[src/rtl/multiword_add_seq.sv]
// multiword_add_seq
//   Multi-cycle wide adder controller. One shared 4-bit ripple-carry slice is
//   stepped over NSLICE operand nibbles, least-significant nibble first. The
//   carry is registered between slices, so W = 4*NSLICE bits take NSLICE
//   cycles of RUN.
//
//   Build option: define ADD_SUB_EN to add the sub port and subtract support.
//
// Ports
//   clk          rising-edge clock
//   rst_n        asynchronous active-low reset
//   start_valid  requester presents op_a/op_b/cin (and sub with ADD_SUB_EN)
//   start_ready  high only in IDLE, including while in reset
//   op_a, op_b   W-bit operands, sampled at accept only
//   cin          carry into slice 0 (ignored when sub=1)
//   sub          subtract select, present only with ADD_SUB_EN
//   res_valid    high only in DONE
//   res_ready    consumer accepts the result (ignored outside DONE)
//   sum          registered W-bit result, held until the next accept
//   cout         carry out of the last slice (1 = no borrow when subtracting)
//   busy         high whenever not IDLE
module multiword_add_seq #(
  parameter int NSLICE = 4
) (
  input  logic                  clk,
  input  logic                  rst_n,
  input  logic                  start_valid,
  output logic                  start_ready,
  input  logic [4*NSLICE-1:0]   op_a,
  input  logic [4*NSLICE-1:0]   op_b,
  input  logic                  cin,
`ifdef ADD_SUB_EN
  input  logic                  sub,
`endif
  output logic                  res_valid,
  input  logic                  res_ready,
  output logic [4*NSLICE-1:0]   sum,
  output logic                  cout,
  output logic                  busy
);

  localparam int W  = 4 * NSLICE;
  localparam int IW = $clog2(NSLICE);

  localparam logic [1:0] IDLE = 2'd0;
  localparam logic [1:0] RUN  = 2'd1;
  localparam logic [1:0] DONE = 2'd2;

  logic [1:0]    state;
  logic [IW-1:0] idx;
  logic          carry;
  logic [W-1:0]  a_r;
  logic [W-1:0]  b_r;
`ifdef ADD_SUB_EN
  logic          sub_r;
`endif

  logic [3:0] a_nib;
  logic [3:0] b_nib;
  logic [3:0] s4;
  logic       c4;
  logic       accept;
  logic       first_carry;

  assign start_ready = (state == IDLE);
  assign res_valid   = (state == DONE);
  assign busy        = (state != IDLE);
  assign accept      = start_valid && start_ready;

`ifdef ADD_SUB_EN
  // Subtraction is A + ~B + 1; the +1 enters as the initial carry.
  assign first_carry = sub ? 1'b1 : cin;
`else
  assign first_carry = cin;
`endif

  always_comb begin
    a_nib = a_r[{idx, 2'b00} +: 4];
`ifdef ADD_SUB_EN
    b_nib = sub_r ? ~b_r[{idx, 2'b00} +: 4] : b_r[{idx, 2'b00} +: 4];
`else
    b_nib = b_r[{idx, 2'b00} +: 4];
`endif
    {c4, s4} = {1'b0, a_nib} + {1'b0, b_nib} + {4'b0000, carry};
  end

  always_ff @(posedge clk or negedge rst_n) begin
    if (!rst_n) begin
      state <= IDLE;
      idx   <= '0;
      carry <= 1'b0;
      sum   <= '0;
      cout  <= 1'b0;
      a_r   <= '0;
      b_r   <= '0;
`ifdef ADD_SUB_EN
      sub_r <= 1'b0;
`endif
    end else begin
      case (state)
        IDLE: begin
          if (accept) begin
            a_r   <= op_a;
            b_r   <= op_b;
`ifdef ADD_SUB_EN
            sub_r <= sub;
`endif
            sum   <= '0;
            carry <= first_carry;
            idx   <= '0;
            state <= RUN;
          end
        end
        RUN: begin
          sum[{idx, 2'b00} +: 4] <= s4;
          carry <= c4;
          idx   <= idx + IW'(1);
          if (idx == IW'(NSLICE - 1)) begin
            cout  <= c4;
            state <= DONE;
          end
        end
        DONE: begin
          if (res_ready) state <= IDLE;
        end
        default: state <= IDLE;
      endcase
    end
  end

endmodule

[config.mk]
export PLATFORM = sky130hd
export DESIGN_NAME = multiword_add_seq
export DESIGN_NICKNAME = d
export VERILOG_FILES = /design/src/rtl/multiword_add_seq.sv
export SDC_FILE = /design/constraint.sdc
export NUM_CORES = 1
export LEC_CHECK = 0
export CAP_MARGIN = 30
export CORE_UTILIZATION = 54
export DETAILED_ROUTE_END_ITERATION = 8
export GPL_TIMING_DRIVEN = 0
export PLACE_DENSITY = 0.94
export SETUP_SLACK_MARGIN = 0.2
export SLEW_MARGIN = 20
export SYNTH_ARGS = -nofsm -noshare
export SYNTH_HDL_FRONTEND = slang
export SYNTH_SLANG_ARGS = --single-unit
[constraint.sdc]
create_clock -name clk -period 7 [get_ports clk]
set_input_delay 1.4 -clock clk [delete_from_list [all_inputs] [get_ports clk]]
set_output_delay 1.4 -clock clk [all_outputs]
set_load 0.02 [all_outputs]
==> results of run 1 <==
-- cell type report --
type,instances,area share
repair buffers,56,0.1701
plain buffers,8,0.01754
well taps,52,0.01983
flip-flops and latches,54,0.4119
clock buffers,8,0.03356
inverters,8,0.009153
multi-input cells,104,0.3379
-- worst paths after layout --
path / startpoint / end / slack, ns
min in group asynchronous: rst_n / a_r[4] / 1.13
max: state[1] / res_valid / 3.94
min: sum[13] / sum[13] / 0.50
max reg2reg: idx[0] / carry / 4.19
min reg2reg: sum[13] / sum[13] / 0.50
max in group asynchronous: rst_n / sum[13] / 5.43
-- registers in the layout (all words and copies together) (netlist names) --
register,cells
carry,1
b_r,16
sum,16
cout,1
state,2
a_r,16
idx,2
-- synthesized netlist by cell type (all sizes together) --
master	number
nand2	9
a221o	1
ha	7
nor4	2
and2	1
mux4	8
clkbuf	1
inv	8
a21oi	2
xnor2	2
nor2b	2
o21ai	3
fa	2
a22o	17
o21bai	1
nor2	2
mux2	33
nor4b	2
a21o	5
nand2b	5
buf	7
dfrtp	54
-- per-layer routing --
metal / up-vias / part of all wire / track usage
met4: 0 / 0.013 / 0.09111
met2: 60 / 0.49 / 0.3504
li1: 756 / - / -
met3: 8 / 0.049 / 0.06125
met1: 825 / 0.45 / 0.2920
met5: - / 0 / 0
-- where the power goes --
part | switching, uW | internal (uW)
clock | 99.2 | 100
sequential | 75.2 | 451
combinational | 478 | 450
total | 652 | 1000
-- metrics by stage --
stage / std cells / setup slack [ns] / utilization / cell area (sq um)
global placement: 282 / 2.964 / 0.7140 / 3173
CTS: 290 / 3.926 / 0.7382 / 3281
floorplan: 174 / 4.478 / - / 2547
detailed placement: 282 / 4.104 / 0.7134 / 3171
global route: 290 / 3.883 / 0.7382 / 3281
finish: 290 / 3.944 / 0.7382 / 3281
-- cell families after synthesis --
family          count (synthesis)  share of synthesized area
xor+xnor                        2                   0.006877
flops                          54                     0.5305
compound gates                 29                    0.08988
fa+ha+maj                       9                    0.05010
mux                            41                     0.2166
simple gates                   23                    0.07172
buf+inv                        16                    0.03438
-- worst reg2reg max path, cell delays in order, from the launching register on --
cell and delay (ns):
dfrtp_1 0.47, buf_4 0.28, mux4_2 0.56, fa_1 0.43, inv_1 0.08, fa_1 0.20
nor2b_1 0.05, o21ai_0 0.17, nand2b_1 0.12, a221o_1 0.34
==> flow_summary.ini, run 1 <==
[status]
outcome = complete, but fails checks
violations = DRC

[logic_synthesis]
ys_ff_latch = 54
synth.yosys.warnings = 0
synth_area_leaders = dfrtp_1 53%, mux2_2 15%, mux4_2 7.1%
ys_seq_area_frac = 0.5305
netlist_area_sq_mm = 0.002547
synth_nets = 220
synth_top_area_frac = 0.5305
syn_area_per_cell_sq_um = 14.64
syn_inst = 174
synth.distinct_cells = 28
synth_top_area_cell = dfrtp_1

[layout]
layout_commonest_cell = clkdlybuf4s50_1
syn_to_final_growth_pct = 28.78
n_antenna_cell = 0
area.sequential_sq_mm = 0.001351
drive_gt1_frac = 0.2689
multi_input_area_sq_mm = 0.001109
nets = 283
n_fill_cell = 301
final_cell_mix = 55 x clkdlybuf4s50_1, 54 x dfrtp_1, 33 x mux2_2, 17 x a22o_1

[clock_tree]
insertion_delay_ns = 0.31
post_cts_buffers = 0
cts_buffer_depth = 2
cts_buffers = 5
htreeDepth = 2
path_clk_slew_ns = 0.09
cts_root_buffer = clkbuf_8
cts_sinks = 54
cts-resized-gates = 0
hold_buffers = 0
cts_tree = yes

[worst_setup_path]
cp-start-kind = flop
cp_data_required_time_ns = 5.60
slowest_delay_ns = 0.59
crit_fanout = 10
cp_data_arrival_time_ns = 1.66
cp_slowest_cell = clkdlybuf4s50_1
crit_buf_inv = 3
critPathKind = reg2out
end_kind = primary output
worst-path-stages = 4
r2r_cells = 9
cpLargestDelayFamily = buffers and inverters
crit_chain = buf_2 > nand2b_1 > inv_1 > clkdlybuf4s50_1

[placed_design]
routabilityCongestion = 0.8226
dp_hpwl_mm = 3.517
io_buffers = 56

[timing]
timing.final.crit_share = 0.4366
max_slew_margin = 0.5488
final_max_slew_viol_count = 0
clock_skew_ns = 0.009986
rsz0062_at_grt = no
finalCriticalPeriod_ns = 3.056
fmax_mhz = 327.2
tightestPinTransition_ns = 0.6768
holdWs_ns = 0.5039
finalSetupViolCount = 0
finalHoldViolations = 0
setup_tns_ns = 0

[route]
drtIter0Drc = 83
wl_per_cell_um = 16.87
vias = 1649
wl_mm = 4.892
drc = 8
ant_nets = 0
vias_per_cell = 5.686
dr.pass1.iters = 6

[worst_hold_path]
hold_depth = 1
hold_path_class = reg2reg

[global_route]
grt_pass1_wl_mm = 8.362
antenna_found_initial = 0
grt_overflow = 0
grt_pass1_vias = 1723
grt_start_max_net_pins = 55
gr-usage-all-layers = 0.2214

[power]
peakVddDrop_mv = 0.3062
leakage_uw = 0.001429
powerDensity_mw_per_mm2 = 503.9
p_total_uw = 1653

[floorplan]
die_h_um = 70.69
design.die.area_sq_mm = 0.004996
core_sq_mm = 0.004444
ios = 57
die_w_um = 70.69
initial_core_util = 0.5732
rows = 24

[run]
maxCapViolations = 0
No activity file was read; power rests on OpenSTA's default activity.
==> inputs of run 2 (changes only) <==
--- a/config.mk
+++ b/config.mk
@@ -6,10 +6,10 @@
 export NUM_CORES = 1
 export LEC_CHECK = 0
 export CAP_MARGIN = 30
-export CORE_UTILIZATION = 54
+export CORE_UTILIZATION = 45
 export DETAILED_ROUTE_END_ITERATION = 8
 export GPL_TIMING_DRIVEN = 0
-export PLACE_DENSITY = 0.94
+export PLACE_DENSITY = 0.84
 export SETUP_SLACK_MARGIN = 0.2
 export SLEW_MARGIN = 20
 export SYNTH_ARGS = -nofsm -noshare
==> constraint.sdc (replaced) <==
create_clock -name clk -period 2.5 [get_ports clk]
set_input_delay 0.5 -clock clk [delete_from_list [all_inputs] [get_ports clk]]
set_output_delay 0.5 -clock clk [all_outputs]
set_load 0.02 [all_outputs]
==> run 2 against run 1 <==
Global-route usage down 3.9 points. Non-clock buffer count up 7. First-iteration DRC count is 4.8% lower. The run now ends clean. Clock skew rose by 0.0054 ns. Register-to-register slack worse by 4.1 ns. Highest routed layer unchanged. Combinational power rose to 3.4 times the previous value. Sequential power rose to 2.8 times the previous value.
==> flow_summary.ini, run 2 (synthesis results as in run 1) <==
[power]
p_total_uw = 5313
peakVddDrop_mv = 0.7970
leakage_uw = 0.001492
powerDensity_mw_per_mm2 = 1537

[timing]
final_max_slew_viol_count = 0
max_slew_margin = 0.5616
rsz0062_at_grt = yes
finalHoldViolations = 0
fmax_mhz = 408.6
timing.final.crit_share = 0.9789
holdWs_ns = 0.2045
tightestPinTransition_ns = 0.6576
clock_skew_ns = 0.01539
finalSetupViolCount = 0
finalCriticalPeriod_ns = 2.447

[global_route]
grt_util_met1 = 0.2388
gr-usage-all-layers = 0.1828
grt_start_max_net_pins = 55
grt_pass1_vias = 1708
grt_util_met3 = 0.04405
grt-busiest-layer = met2
grt_overflow = 0
grt_pass1_wl_mm = 8.383
antenna_found_initial = 0
grtUsageMet2 = 0.3106

[layout]
nets = 290
drive_gt1_frac = 0.3347
syn_to_final_growth_pct = 35.71
area.sequential_sq_mm = 0.001353
n_antenna_cell = 0
n_fill_cell = 420
top_regs = a_r x16, b_r x16, sum x16
final_cell_mix = 55 x clkdlybuf4s50_1, 53 x dfrtp_1, 33 x mux2_2, 17 x a22o_1, 12 x buf_4
multi_input_area_sq_mm = 0.001157
layout_commonest_cell = clkdlybuf4s50_1

[worst_setup_path]
cpLargestDelayFamily = compound AO/OA/AOI/OAI gates
cp_data_arrival_time_ns = 2.66
worstReg2RegStart = idx[0]
crit_buf_inv = 2
r2r-end = sum[15]
reg2reg_slack_ns = 0.05
cp_data_required_time_ns = 2.71
crit_chain = buf_12 > mux4_2 > fa_2 > buf_4 > a21o_1 > a21oi_2 > xnor2_2 > a22o_1
r2r_cells = 8
critPathKind = reg2reg
cp-start-kind = flop
slowest_delay_ns = 0.53
cp_slowest_cell = mux4_2
crit_fanout = 5
end_kind = flop

[clock_tree]
cts_buffer_depth = 2
cts_tree = yes
cts_sinks = 54
insertion_delay_ns = 0.31
cts_root_buffer = clkbuf_8
htreeDepth = 2
cts_buffers = 5
path_clk_slew_ns = 0.10

[status]
outcome = finished clean

[floorplan]
design.die.area_sq_mm = 0.005966
core_sq_mm = 0.005473
die_w_um = 77.24
rows = 27
die_h_um = 77.24
ios = 57
initial_core_util = 0.4655

[route]
wl_mm = 5.004
vias = 1676
drtIter0Drc = 79
wl_per_cell_um = 15.79
dr.pass1.iters = 4
ant_nets = 0
drc = 0
vias_per_cell = 5.287

[worst_hold_path]
hold_path_class = in2async

[placed_design]
routabilityCongestion = 0.7986
io_buffers = 56
dp_hpwl_mm = 3.535

[run]
maxCapViolations = 0
-- run 2: area by class of cell --
type,count,share of cell area
tap,72,0.02606
clock inverter,2,0.01737
multi-input combinational,104,0.3348
clock buffer,6,0.02389
buffer,8,0.02135
timing repair buffer,63,0.1766
sequential,54,0.3912
inverter,8,0.008686
-- run 2: where the power goes --
part,switching (uW),leakage (uW),internal [uW]
combinational,1530,0.000749,1600
clock,289,0.0000714,427
sequential,203,0.000671,1260
-- run 2: worst reg2reg max path: stages (launching register included) --
cell and delay, ns:
dfrtp_2 0.40, buf_12 0.12, mux4_2 0.53, fa_2 0.39, buf_4 0.14, a21o_1 0.15, a21oi_2 0.19, xnor2_2 0.16
a22o_1 0.26
-- run 2: metrics by stage --
step                setup TNS [ns]  setup slack [ns]  cell area, sq um  instances  utilization
floorplan                        0           0.09102              2556        174            -
global placement            -35.78           -0.6580              3207        302       0.5860
detailed placement         -0.7105           -0.1404              3204        302       0.5855
CTS                              0            0.1402              3406        314       0.6223
global route                     0          0.007780              3457        317       0.6317
finish                           0           0.05270              3457        317       0.6317
-- run 2: how the worst max path moves through the flow --
stage / from / end / slack [ns] / cells past startpoint
final: idx[0] / sum[15] / 0.05 / 8
after detailed placement: idx[1] / carry / -0.14 / 9
after global placement: rst_n / b_r[14] / -0.66 / 1
after CTS: idx[0] / carry / 0.14 / 9
after floorplan: idx[0] / carry / 0.09 / 9
after global routing: idx[0] / sum[15] / 0.008 / 8
-- run 2: routing by layer --
metal	wire, um	vias up	part of all wire
met1	2202	853	0.44
met5	0	-	0
met2	2525	48	0.50
met4	37	0	0.0074
met3	238	6	0.048
li1	-	769	-
-- run 2: timing repair --
| item | 4_1_cts | 5_1_grt |
|---|---|---|
| pin swaps | 2 | 7 |
| hold buffers | 0 | 0 |
| endpoints found under the setup margin | 14 | 13 |
| gates resized for setup | 7 | 4 |
| setup buffers | 4 | 3 |
